--- src/rtl/uart_rx_ctrl.sv ---
// uart_rx_ctrl
// Receive-side controller for uart_receiver. Sequences the receiver enable
// and baud code through a small FSM (OFF -> LOAD -> RUN, with RECONF on a
// baud change). While in RUN it pushes good frames into a show-ahead FIFO
// that the consumer drains through a valid/ready port. Errored frames are
// dropped. A good frame that arrives while the FIFO is full sets a sticky
// overflow flag.
//
// Optional feature macro: UART_RX_ERRCNT_EN
//   defined   -> saturating framing/parity error counters
//   undefined -> ferr_count/perr_count tied to 8'h00
//
// Ports
//   clock, reset         : system clock (rising edge), async active-low reset
//   enable, baud_cfg     : software receive request and requested baud code
//   Rx_DATA/VALID/FERROR/PERROR : receiver status levels
//   Rx_EN, baud_select   : registered receiver controls
//   out_data/valid/ready : FIFO head, consumer handshake
//   fifo_level           : registered occupancy, 0..DEPTH
//   overflow             : sticky good-frame-dropped flag
//   clear_status         : clears overflow (and the counters when present)
//   ferr_count/perr_count: error counters
module uart_rx_ctrl #(
  parameter int DEPTH = 4,
  parameter int LW    = $clog2(DEPTH) + 1
) (
  input  logic          clock,
  input  logic          reset,
  input  logic          enable,
  input  logic [2:0]    baud_cfg,
  input  logic [7:0]    Rx_DATA,
  input  logic          Rx_VALID,
  input  logic          Rx_FERROR,
  input  logic          Rx_PERROR,
  output logic          Rx_EN,
  output logic [2:0]    baud_select,
  output logic [7:0]    out_data,
  output logic          out_valid,
  input  logic          out_ready,
  output logic [LW-1:0] fifo_level,
  output logic          overflow,
  input  logic          clear_status,
  output logic [7:0]    ferr_count,
  output logic [7:0]    perr_count
);

  localparam int AW = LW - 1;
  localparam logic [LW-1:0] FULL_LVL = LW'(DEPTH);

  // ---------------------------------------------------------------------
  // Control FSM. Outputs are registered and updated on the transition into
  // each state, so baud_select takes the new code on entry to LOAD and
  // Rx_EN rises on entry to RUN.
  // ---------------------------------------------------------------------
  typedef enum logic [1:0] {S_OFF, S_LOAD, S_RUN, S_RECONF} state_e;

  state_e     state_q;
  logic       rx_en_q;
  logic [2:0] baud_q;

  always_ff @(posedge clock or negedge reset) begin
    if (!reset) begin
      state_q <= S_OFF;
      rx_en_q <= 1'b0;
      baud_q  <= 3'b000;
    end else begin
      case (state_q)
        S_OFF: begin
          rx_en_q <= 1'b0;
          if (enable) begin
            state_q <= S_LOAD;
            baud_q  <= baud_cfg;
          end
        end
        S_LOAD: begin
          state_q <= S_RUN;
          rx_en_q <= 1'b1;
        end
        S_RUN: begin
          // Disable wins over a pending baud change.
          if (!enable) begin
            state_q <= S_OFF;
            rx_en_q <= 1'b0;
          end else if (baud_cfg != baud_q) begin
            state_q <= S_RECONF;
            rx_en_q <= 1'b0;
          end
        end
        S_RECONF: begin
          rx_en_q <= 1'b0;
          if (!enable) begin
            state_q <= S_OFF;
          end else begin
            state_q <= S_LOAD;
            baud_q  <= baud_cfg;
          end
        end
        default: begin
          state_q <= S_OFF;
          rx_en_q <= 1'b0;
        end
      endcase
    end
  end

  assign Rx_EN       = rx_en_q;
  assign baud_select = baud_q;

  // ---------------------------------------------------------------------
  // Edge detection. The edge registers track their inputs in every state;
  // only the use of the edges is gated by RUN.
  // ---------------------------------------------------------------------
  logic vld_q, err_q;
  logic err, run, vld_rise, err_rise, push;

  assign err      = Rx_FERROR | Rx_PERROR;
  assign run      = (state_q == S_RUN);
  assign vld_rise = Rx_VALID & ~vld_q;
  assign err_rise = err & ~err_q;
  assign push     = run & vld_rise & ~err;

  always_ff @(posedge clock or negedge reset) begin
    if (!reset) begin
      vld_q <= 1'b0;
      err_q <= 1'b0;
    end else begin
      vld_q <= Rx_VALID;
      err_q <= err;
    end
  end

  // ---------------------------------------------------------------------
  // Show-ahead circular FIFO. Pointers are AW bits and wrap naturally since
  // DEPTH is a power of two; occupancy is tracked separately so full and
  // empty are unambiguous.
  // ---------------------------------------------------------------------
  logic [7:0]    mem_q [DEPTH];
  logic [AW-1:0] wptr_q, wptr_d, rptr_q, rptr_d;
  logic [LW-1:0] level_q, level_d;
  logic          ovf_q, ovf_d;
  logic          full, pop, do_push, drop;

  assign full      = (level_q == FULL_LVL);
  assign out_valid = (level_q != '0);
  assign pop       = out_valid & out_ready;
  // A pop in the same cycle frees the slot the push needs.
  assign do_push   = push & (~full | pop);
  assign drop      = push & full & ~pop;

  always_comb begin
    wptr_d  = wptr_q;
    rptr_d  = rptr_q;
    level_d = level_q;
    if (do_push) wptr_d = wptr_q + 1'b1;
    if (pop)     rptr_d = rptr_q + 1'b1;
    case ({do_push, pop})
      2'b10:   level_d = level_q + 1'b1;
      2'b01:   level_d = level_q - 1'b1;
      default: level_d = level_q;
    endcase
  end

  // Sticky flag: a new drop in the same cycle beats the clear.
  always_comb begin
    ovf_d = ovf_q;
    if (clear_status) ovf_d = 1'b0;
    if (drop)         ovf_d = 1'b1;
  end

  always_ff @(posedge clock or negedge reset) begin
    if (!reset) begin
      wptr_q  <= '0;
      rptr_q  <= '0;
      level_q <= '0;
      ovf_q   <= 1'b0;
      for (int i = 0; i < DEPTH; i++) mem_q[i] <= 8'h00;
    end else begin
      wptr_q  <= wptr_d;
      rptr_q  <= rptr_d;
      level_q <= level_d;
      ovf_q   <= ovf_d;
      if (do_push) mem_q[wptr_q] <= Rx_DATA;
    end
  end

  assign out_data   = out_valid ? mem_q[rptr_q] : 8'h00;
  assign fifo_level = level_q;
  assign overflow   = ovf_q;

  // ---------------------------------------------------------------------
  // Error counters
  // ---------------------------------------------------------------------
`ifdef UART_RX_ERRCNT_EN
  logic [7:0] ferr_q, ferr_d, perr_q, perr_d;
  logic       ferr_inc, perr_inc;

  assign ferr_inc = run & err_rise & Rx_FERROR;
  assign perr_inc = run & err_rise & Rx_PERROR;

  // An increment in the same cycle as clear_status wins over the clear.
  always_comb begin
    ferr_d = ferr_q;
    perr_d = perr_q;
    if (clear_status) begin
      ferr_d = 8'h00;
      perr_d = 8'h00;
    end
    if (ferr_inc) ferr_d = (ferr_q == 8'hFF) ? 8'hFF : ferr_q + 8'h01;
    if (perr_inc) perr_d = (perr_q == 8'hFF) ? 8'hFF : perr_q + 8'h01;
  end

  always_ff @(posedge clock or negedge reset) begin
    if (!reset) begin
      ferr_q <= 8'h00;
      perr_q <= 8'h00;
    end else begin
      ferr_q <= ferr_d;
      perr_q <= perr_d;
    end
  end

  assign ferr_count = ferr_q;
  assign perr_count = perr_q;
`else
  assign ferr_count = 8'h00;
  assign perr_count = 8'h00;
`endif

endmodule

--- config.mk ---
export PLATFORM = sky130hd
export DESIGN_NAME = uart_rx_ctrl
export DESIGN_NICKNAME = d
export VERILOG_FILES = /design/src/rtl/uart_rx_ctrl.sv
export SDC_FILE = /design/constraint.sdc
export NUM_CORES = 1
export LEC_CHECK = 0
export BUFFER_PORTS_ARGS = -buffer_cell sky130_fd_sc_hd__buf_4
export CAP_MARGIN = 15
export CORE_MARGIN = 5
export CORE_UTILIZATION = 58
export DETAILED_ROUTE_END_ITERATION = 8
export HOLD_SLACK_MARGIN = 0.02
export PLACE_DENSITY = 0.84
export SYNTH_ARGS = -nofsm -noshare
export SYNTH_HDL_FRONTEND = slang
export SYNTH_SLANG_ARGS = --single-unit
--- constraint.sdc ---
create_clock -name clock -period 4.4 [get_ports clock]
set_clock_uncertainty 0.1 [all_clocks]
set_input_delay 0.88 -clock clock [delete_from_list [all_inputs] [get_ports clock]]
set_output_delay 0.88 -clock clock [all_outputs]
set_load 0.01 [all_outputs]
==> results.yml, run 1 <==
placed_design:
  post-dp-hpwl_mm: 3.36
  port-buffer-count: 35
  place.gp.congestion: 0.773
power_and_ir_drop:
  leakagePower_nw: 1.39
  peakVddDrop_v: 0.000309
  power_density_nw_per_um2: 508
setup_path:
  cp_top_family: "flip-flops"
  max_stage_delay_ns: 0.73
  critPathArrivalTime_ns: 1.92
  path_cells: "mux4_2 -> and2_1 -> buf_4"
  cpMaxStageDelayCell: "dfrtp_1"
  cp.buffers_inverters: 1
  worstSetupPathType: "flip-flop to output port"
  worstSetupEndpointType: "output port"
  start_kind: "flip-flop"
  path_max_fanout: 10
  worstPathRequired_ns: 3.42
routing:
  drt_first_pass_iters: 4
  viasPerCell: 5.44
  ant_nets: 0
  first_iter_violations: 63
  wirelength_mm: 4.41
  wire_per_inst_um: 16.8
  vias: 1424
  drc: 0
finish:
  finalNetCount: 239
  area_growth_pct: 13.3
  drive_gt1_frac: 0.434
  diodes: 0
  num-fill-cells: 287
clock_tree:
  clkSlewWorstSetupHoldPaths_ns: 0.08
  cts_setup_buffers: 0
  cts_tree: "built"
  h-tree-depth: 2
  post_cts_resized: 0
  cts-root-buf: "clkbuf_8"
  numCtsBuffers: 5
  ctsHoldBuffers: 0
  cts.sinks: 47
  clk_path_buf_depth: 2
  clock_latency_ns: 0.29
global_routing:
  grt_first_pass_wirelength_mm: 7.53
  grt_max_degree: 48
  grt_pass1_vias: 1557
  overflow: 0
  grt_use_total: 0.179
  antenna_found_initial: 0
flow_run:
  cap_violations: 0
sta:
  slew_headroom: 0.596
  rsz0062_at_grt: "no"
  hold_viol: 0
  setup_viol: 0
  whs_ns: 0.399
  fin_crit_sh: 0.658
  slew_viol_final: 0
  final.setup.tns_ns: 0
  max_freq_mhz: 345
  period_needed_ns: 2.90
  worstMarginPinSlew_ns: 0.605
floorplanning:
  dieArea_um2: 5640
  die_h_um: 75.1
  rows: 23
  die_x_um: 75.1
  start_util: 0.606
  pin_count: 52
  core_area_um2: 4060
run_status:
  status: "completed"
synthesis:
  yosysSeqAreaShare: 0.478
  synth_cells: 174
  yosysUniqueCellTypes: 32
  avgSynthCellArea_um2: 14.1
  netlist_area_um2: 2460
  yosys_warnings: 0
  yosys_register_bits: 47
hold_path:
  min_path_type: "flip-flop to flip-flop"
## cell families after synthesis
kind of cell,Yosys count,synth area share
AO/OA/AOI/OAI,5,0.0173
XOR/XNOR,9,0.0321
adder cells (fa/ha/maj),9,0.0489
buffers and inverters,29,0.0728
flip-flops,47,0.478
multiplexers,46,0.247
other,1,0.00153
AND/OR/NAND/NOR,28,0.102
## area by class of cell
type                            count  area, um^2  area share
Tap cell                           50        62.6      0.0225
Clock inverter                      1        5.00     0.00180
Inverter                            8        30.0      0.0108
Sequential cell                    47        1180       0.422
Timing Repair Buffer               36         270      0.0970
Multi-Input combinational cell    113        1170       0.419
Clock buffer                        7        76.3      0.0274
## synthesized netlist by cell type, drive strengths merged
| cell | instances | area, um^2 |
|---|---|---|
| a41oi | 1 | 8.76 |
| and2 | 10 | 62.6 |
| and4 | 1 | 8.76 |
| buf | 19 | 141 |
| clkbuf | 2 | 7.51 |
| conb | 1 | 3.75 |
| dfrtp | 47 | 1180 |
| fa | 1 | 20.0 |
| ha | 8 | 100 |
| inv | 8 | 30.0 |
| mux2 | 37 | 417 |
| mux2i | 1 | 10.0 |
| mux4 | 8 | 180 |
| nand2 | 1 | 3.75 |
| nand2b | 3 | 18.8 |
| nand3 | 3 | 15.0 |
| nand3b | 1 | 11.3 |
| nand4b | 4 | 95.1 |
| nor2 | 1 | 3.75 |
| nor2b | 1 | 6.26 |
| nor4bb | 1 | 10.0 |
| o21ba | 1 | 10.0 |
| o22a | 1 | 8.76 |
| o22ai | 1 | 6.26 |
| o2bb2ai | 1 | 8.76 |
| or3 | 1 | 6.26 |
| or4b | 1 | 10.0 |
| xnor2 | 6 | 52.6 |
| xor2 | 3 | 26.3 |
## worst register-to-register path: stages, from the launching register on
cell and delay, ns:
dfrtp_1 0.45, or4b_1 0.76, nand3b_2 0.22, ha_1 0.22
inv_1 0.07, fa_1 0.38, xor2_1 0.15, nor2_1 0.11
xor2_1 0.15
## final timing paths
kind,from,endpoint,slack (ns),depth (start not counted)
worst min-delay path,mem_q[4]$_DFFE_PN0P_,mem_q[4]$_DFFE_PN0P_,0.40,1
worst max register to register,fifo_level[0]$_DFFE_PN0P_,fifo_level[2]$_DFFE_PN0P_,1.72,8
max in group asynchronous,reset,state_q[0]$_DFFE_PN0P_,3.31,1
min in group asynchronous,reset,mem_q[21]$_DFFE_PN0P_,0.48,1
worst min register to register,mem_q[4]$_DFFE_PN0P_,mem_q[4]$_DFFE_PN0P_,0.40,1
worst max-delay path,rptr_q[0]$_DFFE_PN0P_,out_data[2],1.50,3
## placed cells by master, fill, tap and decap left out, types with 2 or more instances in the layout
cell / instances
dfrtp_1: 47
conb_1: 16
xnor2_1: 6
clkbuf_1: 2
nand4b_4: 4
clkbuf_8: 5
nand2b_1: 3
mux2_1: 2
ha_1: 8
buf_4: 36
inv_1: 8
nand3_1: 3
mux4_2: 8
xor2_1: 3
and2_1: 10
mux2_2: 35
## sequential cells by signal, indices dropped and copies added (netlist names)
name	count
mem_q	32
fifo_level	3
rptr_q	2
vld_q	1
wptr_q	2
baud_select	3
overflow	1
Rx_EN	1
state_q	2
## metal layers
layer	share of wire	track usage	routed length (um)	vias up
li1	-	-	-	651
met4	0.015	0.0534	66	0
met1	0.38	0.204	1680	721
met2	0.54	0.329	2380	43
met5	0	0	0	-
met3	0.063	0.0441	277	9
## power breakdown
| group | total [mW] | leakage, nW | internal, mW | switching [mW] |
|---|---|---|---|---|
| Sequential | 0.662 | 0.621 | 0.538 | 0.124 |
| Clock | 0.246 | 0.0422 | 0.112 | 0.135 |
| Combinational | 0.509 | 0.727 | 0.291 | 0.218 |
| Total | 1.42 | 1.39 | 0.940 | 0.476 |
## stage by stage
step	cells	cell area (um^2)	power (mW)	utilization	setup slack, ns
after detailed placement	254	2710	1.19	0.667	1.21
after global placement	254	2710	1.15	0.667	1.32
final	262	2790	1.42	0.687	1.50
after CTS	262	2790	1.43	0.687	1.45
after global routing	262	2790	1.51	0.687	1.38
after floorplan	189	2510	1.01	-	1.63
Note: power is estimated with default switching activity, not from simulation.
==> run 2, diff against run 1 <==
- CORE_UTILIZATION: 58 -> 54
- PLACE_DENSITY: 0.84 -> 0.79
- clock period: 4.4 -> 2.8 ns (I/O delays scaled with it)
==> results.yml, run 2 (synthesis gave the netlist of run 1 again) <==
run_status:
  status: "completed"
global_routing:
  grt_max_degree: 48
  grt_first_pass_wirelength_mm: 7.56
  grt_use_total: 0.156
  antenna_found_initial: 0
  overflow: 0
  grt_pass1_vias: 1567
routing:
  wirelength_mm: 4.39
  ant_nets: 0
  vias: 1451
  wire_per_inst_um: 16.6
  first_iter_violations: 89
  viasPerCell: 5.48
  drt_first_pass_iters: 4
  drc: 0
clock_tree:
  cts_setup_buffers: 0
  cts_tree: "built"
  numCtsBuffers: 5
  cts.sinks: 47
  clkSlewWorstSetupHoldPaths_ns: 0.08
  h-tree-depth: 2
  cts-root-buf: "clkbuf_8"
  clock_latency_ns: 0.29
  ctsHoldBuffers: 0
  clk_path_buf_depth: 2
  post_cts_resized: 0
power_and_ir_drop:
  power_density_nw_per_um2: 826
  leakagePower_nw: 1.41
  peakVddDrop_v: 0.000437
setup_path:
  worstSetupPathType: "flip-flop to output port"
  worstReg2RegEnd: "fifo_level[2]$_DFFE_PN0P_"
  max_stage_delay_ns: 0.72
  cpMaxStageDelayCell: "dfrtp_1"
  path_max_fanout: 9
  r2r-start: "fifo_level[0]$_DFFE_PN0P_"
  critPathArrivalTime_ns: 1.91
  reg2reg_depth: 8
  worstPathRequired_ns: 2.14
  worstSetupEndpointType: "output port"
  start_kind: "flip-flop"
  reg2reg_slack_ns: 0.43
  path_cells: "mux4_2 -> and2_1 -> buf_4"
sta:
  hold_viol: 0
  slew_viol_final: 0
  worstMarginPinSlew_ns: 0.590
  slew_headroom: 0.607
  setup_viol: 0
  final.setup.tns_ns: 0
  max_freq_mhz: 390
  rsz0062_at_grt: "no"
  fin_crit_sh: 0.916
  period_needed_ns: 2.57
finish:
  layout_common_cells: "47 x dfrtp_1, 38 x buf_4, 35 x mux2_2"
  diodes: 0
  drive_gt1_frac: 0.441
  final_common_cell: "dfrtp_1"
  finalNetCount: 241
  stdcell_area_um2: 2830
  stdcell_count: 265
  top_register: "mem_q"
  largest_reg_flops: 32
  final_util: 0.644
  area_growth_pct: 14.9
hold_path:
  min_path_type: "input pin to asynchronous set/reset pin"
floorplanning:
  die_h_um: 77.5
  core_area_um2: 4380
  rows: 24
  start_util: 0.561
  pin_count: 52
  die_x_um: 77.5
  dieArea_um2: 6000
placed_design:
  place.gp.congestion: 0.740
  post-dp-hpwl_mm: 3.29
  dpl.cell_count: 258
  port-buffer-count: 35
  place_area_um2: 2720
flow_run:
  cap_violations: 0
run 2: cell count changes in the layout (fill, tap and decap cells not counted), sizes merged:
cell / before / now
clkinv: 1 / 0
bufinv: 0 / 1
buf: 36 / 38
clkbuf: 7 / 6
run 2: metrics by stage:
stage	power (mW)	setup slack [ns]	hold WS (ns)
floorplan	1.58	0.347	0.164
finish	2.33	0.235	0.151
global placement	1.82	0.303	0.370
detailed placement	1.88	0.220	0.382
global route	2.49	0.120	0.225
CTS	2.37	0.197	0.181
run 2: metal layers:
| metal | GRT usage | part of all wire |
|---|---|---|
| met1 | 0.189 | 0.39 |
| met2 | 0.271 | 0.53 |
| met3 | 0.0486 | 0.070 |
| met4 | 0.0361 | 0.010 |
| met5 | 0 | 0 |
run 2: power breakdown:
part | leakage [nW] | internal [mW] | switching [mW]
registers | 0.621 | 0.845 | 0.190
clock network | 0.0513 | 0.262 | 0.215
logic | 0.736 | 0.471 | 0.350
total | 1.41 | 1.58 | 0.755
run 2: worst max-delay path by stage:
stage | startpoint | to | depth (start not counted)
2_1_floorplan | out_ready | fifo_level[2]$_DFFE_PN0P_ | 9
3_3_place_gp | out_ready | fifo_level[2]$_DFFE_PN0P_ | 9
3_5_place_dp | out_ready | fifo_level[2]$_DFFE_PN0P_ | 9
4_1_cts | rptr_q[0]$_DFFE_PN0P_ | out_data[0] | 3
5_1_grt | rptr_q[0]$_DFFE_PN0P_ | out_data[0] | 3
6_report | rptr_q[0]$_DFFE_PN0P_ | out_data[0] | 3
run 2: cell type report:
| type | count | area [um^2] |
|---|---|---|
| inverter | 8 | 30.0 |
| timing repair buffer | 38 | 285 |
| tap | 52 | 65.1 |
| clock buffer | 6 | 72.6 |
| multi-input combinational | 113 | 1170 |
| sequential | 47 | 1180 |
| fill | 322 | 1560 |
| clock inverter | 1 | 30.0 |
run 2: critical path, delay by kind of cell (launching register included):
kind / cells / cell delay, ns
multiplexers: 1 / 0.57
buffers and inverters: 1 / 0.14
flip-flops: 1 / 0.72
AND/OR/NAND/NOR: 1 / 0.18
